$ cat src/rtl/mem_load_pkg.sv
// Shared state encodings and target indices for the memory load arbiter.
package mem_load_pkg;

  typedef enum logic [1:0] {
    ST_IDLE = 2'd0,
    ST_LOAD = 2'd1,
    ST_DONE = 2'd2,
    ST_RUN  = 2'd3
  } state_t;

  localparam int TGT_IMEM = 0;
  localparam int TGT_DMEM = 1;

  // Select field width, never narrower than one bit.
  function automatic int selWidth(input int numTgt);
    return (numTgt > 1) ? $clog2(numTgt) : 1;
  endfunction

endpackage

$ cat src/rtl/load_addr_counter.sv
// Burst address and remaining-word counter for the host loader.
module load_addr_counter
  import mem_load_pkg::*;
#(
  parameter int ADDR_W = 32,
  parameter int DATA_W = 32,
  parameter int LEN_W  = 16
) (
  input  logic              clk,
  input  logic              reset,
  input  logic              load,
  input  logic              step,
  input  logic [ADDR_W-1:0] baseAdr,
  input  logic [LEN_W-1:0]  len,
  output logic [ADDR_W-1:0] adr,
  output logic              isLast
);

  localparam logic [ADDR_W-1:0] ADR_STEP = ADDR_W'(DATA_W / 8);

  logic [LEN_W-1:0] count;

  // Address wraps naturally at 2^ADDR_W.
  always_ff @(posedge clk) begin
    if (reset) begin
      adr   <= '0;
      count <= '0;
    end else if (load) begin
      adr   <= baseAdr;
      count <= len;
    end else if (step) begin
      adr   <= adr + ADR_STEP;
      count <= count - LEN_W'(1);
    end
  end

  assign isLast = (count == LEN_W'(1));

endmodule

$ cat src/rtl/mem_load_arbiter.sv
// Arbitrates the memory write path between a host burst loader and the CPU data port.
// Define MEM_LOAD_CHECKSUM_EN to build the running checksum of loaded words.
module mem_load_arbiter
  import mem_load_pkg::*;
#(
  parameter int  ADDR_W   = 32,
  parameter int  DATA_W   = 32,
  parameter int  LEN_W    = 16,
  parameter int  NUM_TGT  = 2,
  parameter int  DATA_TGT = TGT_DMEM,
  localparam int SEL_W    = selWidth(NUM_TGT)
) (
  input  logic               clk,
  input  logic               reset,
  input  logic               host_start,
  input  logic               host_go,
  input  logic [SEL_W-1:0]   host_sel,
  input  logic [ADDR_W-1:0]  host_base_adr,
  input  logic [LEN_W-1:0]   host_len,
  input  logic               host_valid,
  input  logic [DATA_W-1:0]  host_wdata,
  output logic               host_ready,
  output logic               load_done,
  output logic               load_err,
  output logic               busy,
  output logic               cpu_hold,
  input  logic               cpu_memwrite,
  input  logic [ADDR_W-1:0]  cpu_adr,
  input  logic [DATA_W-1:0]  cpu_wdata,
  output logic [NUM_TGT-1:0] mem_we,
  output logic [ADDR_W-1:0]  mem_adr,
  output logic [DATA_W-1:0]  mem_wdata,
  output logic [DATA_W-1:0]  checksum
);

  state_t            state, nextState;
  logic [SEL_W-1:0]  selReg;
  logic              selErr;
  logic [ADDR_W-1:0] adr;
  logic              isLast;
  logic              capture;
  logic              accept;

  assign capture = ((state == ST_IDLE) || (state == ST_RUN)) && host_start;
  // Reset blocks the same-cycle write so an aborted burst leaves memory untouched.
  assign accept  = (state == ST_LOAD) && host_valid && !reset;

  load_addr_counter #(
    .ADDR_W (ADDR_W),
    .DATA_W (DATA_W),
    .LEN_W  (LEN_W)
  ) uCounter (
    .clk     (clk),
    .reset   (reset),
    .load    (capture),
    .step    (accept),
    .baseAdr (host_base_adr),
    .len     (host_len),
    .adr     (adr),
    .isLast  (isLast)
  );

  always_ff @(posedge clk) begin
    if (reset) begin
      state  <= ST_IDLE;
      selReg <= '0;
      selErr <= 1'b0;
    end else begin
      state <= nextState;
      if (capture) begin
        selReg <= host_sel;
        selErr <= (int'(host_sel) >= NUM_TGT);
      end
    end
  end

  // host_start outranks host_go when both arrive together.
  always_comb begin
    nextState = state;
    case (state)
      ST_IDLE: begin
        if (host_start)   nextState = (host_len == '0) ? ST_DONE : ST_LOAD;
        else if (host_go) nextState = ST_RUN;
      end
      ST_LOAD: if (accept && isLast) nextState = ST_DONE;
      ST_DONE: nextState = ST_IDLE;
      ST_RUN:  if (host_start) nextState = (host_len == '0) ? ST_DONE : ST_LOAD;
      default: nextState = ST_IDLE;
    endcase
  end

  always_comb begin
    host_ready = 1'b0;
    load_done  = 1'b0;
    load_err   = 1'b0;
    busy       = 1'b0;
    cpu_hold   = 1'b1;
    mem_we     = '0;
    mem_adr    = adr;
    mem_wdata  = '0;
    case (state)
      ST_LOAD: begin
        host_ready = !reset;
        busy       = 1'b1;
        mem_wdata  = host_wdata;
        for (int i = TGT_IMEM; i < NUM_TGT; i++)
          mem_we[i] = accept && !selErr && (int'(selReg) == i);
      end
      ST_DONE: begin
        load_done = 1'b1;
        load_err  = selErr;
        busy      = 1'b1;
      end
      ST_RUN: begin
        cpu_hold         = 1'b0;
        mem_we[DATA_TGT] = cpu_memwrite && !reset;
        mem_adr          = cpu_adr;
        mem_wdata        = cpu_wdata;
      end
      default: ;
    endcase
  end

`ifdef MEM_LOAD_CHECKSUM_EN
  logic [DATA_W-1:0] sum;

  always_ff @(posedge clk) begin
    if (reset || capture) sum <= '0;
    else if (accept)      sum <= sum + host_wdata;
  end

  assign checksum = sum;
`else
  assign checksum = '0;
`endif

endmodule

$ cat config.mk
export PLATFORM = sky130hd
export DESIGN_NAME = mem_load_arbiter
export DESIGN_NICKNAME = d
export VERILOG_FILES = /design/src/rtl/mem_load_pkg.sv /design/src/rtl/load_addr_counter.sv /design/src/rtl/mem_load_arbiter.sv
export SDC_FILE = /design/constraint.sdc
export NUM_CORES = 1
export LEC_CHECK = 0
export CORE_AREA = 2 2 98 100
export CTS_CLUSTER_SIZE = 25
export DETAILED_ROUTE_END_ITERATION = 8
export DIE_AREA = 0 0 100 102
export DONT_BUFFER_PORTS = 1
export GPL_TIMING_DRIVEN = 0
export HOLD_SLACK_MARGIN = 0.12
export PLACE_DENSITY = 0.59
export SYNTH_ARGS = -nofsm -noshare
export SYNTH_HDL_FRONTEND = slang
export SYNTH_HIERARCHICAL = 1
export SYNTH_SLANG_ARGS = --single-unit
$ cat constraint.sdc
create_clock -name clk -period 5.7 [get_ports clk]
set_input_delay 1.425 -clock clk [delete_from_list [all_inputs] [get_ports clk]]
set_output_delay 1.425 -clock clk [all_outputs]
set_load 0.03 [all_outputs]
==> reports/results.txt, run 1 <==
Worst Path Required: 4.28 ns
CTS Buf Count: 5
Leak Pwr: 1.67 nW
fraction of layout cells with a size suffix above 1: 18.6%
clock slew at reported path FFs: 0.10 ns
CTS Buffer Depth: 2
setup TNS: 0 ns
Tot Pwr: 0.00222 W
Worst EP arrival: 2.86 ns
vias in the first global route: 3486
final worst-path cycle share: 75.1%
Top delay family on crit path: simple AND/OR/NAND/NOR gates
Critical Path Stages: 3
Max Slew Vio Count: 0
WS Path Type: in -> out
antenna violation net count after detailed routing: 0
post-synthesis sequential area ratio: 25.3%
Post-CTS Setup Bufs: 0
Period minus WS final: 4.28 ns
critical path's slowest cell: nor2b_1
Power per Cell Area: 503 mW/mm2
HPWL after DPL: 10900 um
initial drt markers: 147
overall routing resource usage: 24.6%
Core ar.: 0.00911 mm2
CTS tree: built
fill count: 931
Root Driver: clkbuf_8
post-synthesis cell type count: 53
Avg WL per Cell: 21.1 um
Hold Path Class: reg -> reg
DR vias/cell: 5.93
Slew @ Worst Pin: 1.08 ns
final setup vio count: 0
DR vias: 3805
FP Rows: 35
WHS: 0.511 ns
yosys warns: 6
Overflow after GRT: 0
R2R cell count: 9
Skew-Pair Late Insertion Delay: 0.31 ns
synthesized cell area: 0.00403 mm2
main flop type after synthesis: dfxtp_1
Final nets: 688
Relative slew margins: 27.2%
global-route wire length before repair: 19200 um
WP buf/inv: 0
First-pass DRT Iterations: 5
gp weighted congestion: 0.871
largest net degree at the start of global routing: 16
Hold Vio Cnt, Final: 0
CTS H-Tree Depth: 2
DRC violations left: 0
Die H: 102 um
status: complete, no violations
CTS Sinks: 51
Initial Util: 44.2%
synthesis-to-layout area growth: 9.35%
Peak supply drop: 0.000194 V
Post-synth EDFFs: 0
Total Wirelength: 13500 um
Yosys reg bits: 51
Port Buffer Count: 0
most used cell, CP: nor2b_1
Synth Instances: 491
I/O pins: 254
Async SR Flop Fraction: 0%
die area: 0.0102 mm2
crit path max fanout: 11
commonest non-fill, non-tap cell in the layout: nor2_1
initial antenna violation count: 0
f_max: 0.234 GHz
Hold Crit Depth: 2
PostCTS Resize Cnt: 0
ant diodes: 0
post-route clock skew: 0.0106 ns
die width: 100 um
syn avg cell area: 8.21 um2
hold_buf cts: 0
Crit. End Element: output port
leading cell types in the layout, fill and taps excluded: nor2_1, dfxtp_1, buf_4, conb_1
max_cap viols: 0
Worst path max stage delay: 0.58 ns
Critical Path, Cell by Cell: nor2b_1 -> and2_1 -> nor2b_1
startpoint types: primary input
RSZ-0062 raised after global routing: no
-- cells by family (layout without fill, tap and decap cells) --
kind of cell,after synthesis,after routing,share of synthesized area (%)
buffers and inverters,84,92,12.0
AND/OR/NAND/NOR,176,176,23.7
other,1,33,0.0931
adder cells (fa/ha/maj),7,7,2.17
XOR/XNOR,24,24,5.22
flip-flops,51,51,25.3
AO/OA/AOI/OAI,112,112,21.5
multiplexers,36,36,9.94
-- path summary, 6_finish.rpt --
kind / endpoint / start / slack, ns
min reg2reg: uCounter/adr[0] / uCounter/adr[0] / 0.51
max: mem_we[0] / reset / 1.42
min: uCounter/adr[0] / uCounter/adr[0] / 0.51
max reg2reg: uCounter/adr[28] / state[1] / 2.33
-- worst min-delay path, stage by stage (launching register included) --
cell and delay, ns:
dfxtp_1 0.34, mux2i_1 0.06, nor2_1 0.08
-- Yosys cell counts (all sizes together), types with 3 or more instances --
cell type  number  area, um2
o31ai           9       67.6
xnor2          15        131
ha              7       87.6
mux2i           4       40.0
or4            14        113
nor3b           4       30.0
nor2           55        206
and3            4       25.0
buf            49        354
clkbuf         20       75.1
o211ai          3       22.5
xor2            9       78.8
nor3            8       40.0
nand2          28        105
o221ai          3       26.3
mux2           32        360
a311oi         12        105
o21ai           4       20.0
inv            15       56.3
dfxtp          51       1020
nand4          18        119
a21oi          17       85.1
or3             3       18.8
nor2b           4       25.0
a211oi         20        150
nor4           15        119
nand3           9       45.0
a22o           32        280
-- cell type report --
cell class	count	area [um2]	share of cell area (%)
Inverter	15	56.3	1.28
Multi-Input combinational cell	388	2640	60.0
Sequential cell	51	1020	23.2
Tap cell	111	139	3.15
Clock inverter	2	35.0	0.795
Clock buffer	6	82.6	1.87
Buffer	69	429	9.74
-- per-stage QoR --
step / cell area [um2] / util, % / instances / worst slack, ns
2_1_floorplan: 4150 / - / 523 / 1.64
3_3_place_gp: 4290 / 47.1 / 634 / 1.39
3_5_place_dp: 4290 / 47.1 / 634 / 1.41
4_1_cts: 4410 / 48.4 / 642 / 1.40
5_1_grt: 4410 / 48.4 / 642 / 1.35
6_report: 4410 / 48.4 / 642 / 1.42
-- metal layers --
| metal | track usage [%] | part of all wire [%] |
|---|---|---|
| met3 | 7.46 | 9.0 |
| met4 | 4.32 | 1.1 |
| met1 | 32.7 | 42 |
| met2 | 40.1 | 48 |
| met5 | 0 | 0 |
-- registers in the layout (all words and copies together), names as in the netlist --
register,count
state,2
uCounter/count,16
uCounter/adr,32
selReg,1
-- power by group --
group	total, W	internal, W	switching (W)
logic	0.00130	0.000410	0.000890
clock network	0.000271	0.000142	0.000129
registers	0.000647	0.000482	0.000165
total	0.00222	0.00103	0.00118
Power figures use the tool's default switching activity.
==> inputs of run 2 (changes only) <==
- clock period: 5.7 -> 4.05 ns (I/O delays scaled with it)
==> results of run 2 <==
Same layout as run 1 (identical final DEF). Status: complete, no violations.
Main changes from that run: setup slack after placement 1.41 ns -> 0.322 ns; setup slack after layout 1.42 ns -> 0.593 ns; register-to-register setup slack 2.33 ns -> 0.68 ns; total power 0.00222 W -> 0.00312 W; worst IR drop on VDD 0.000194 V -> 0.000273 V
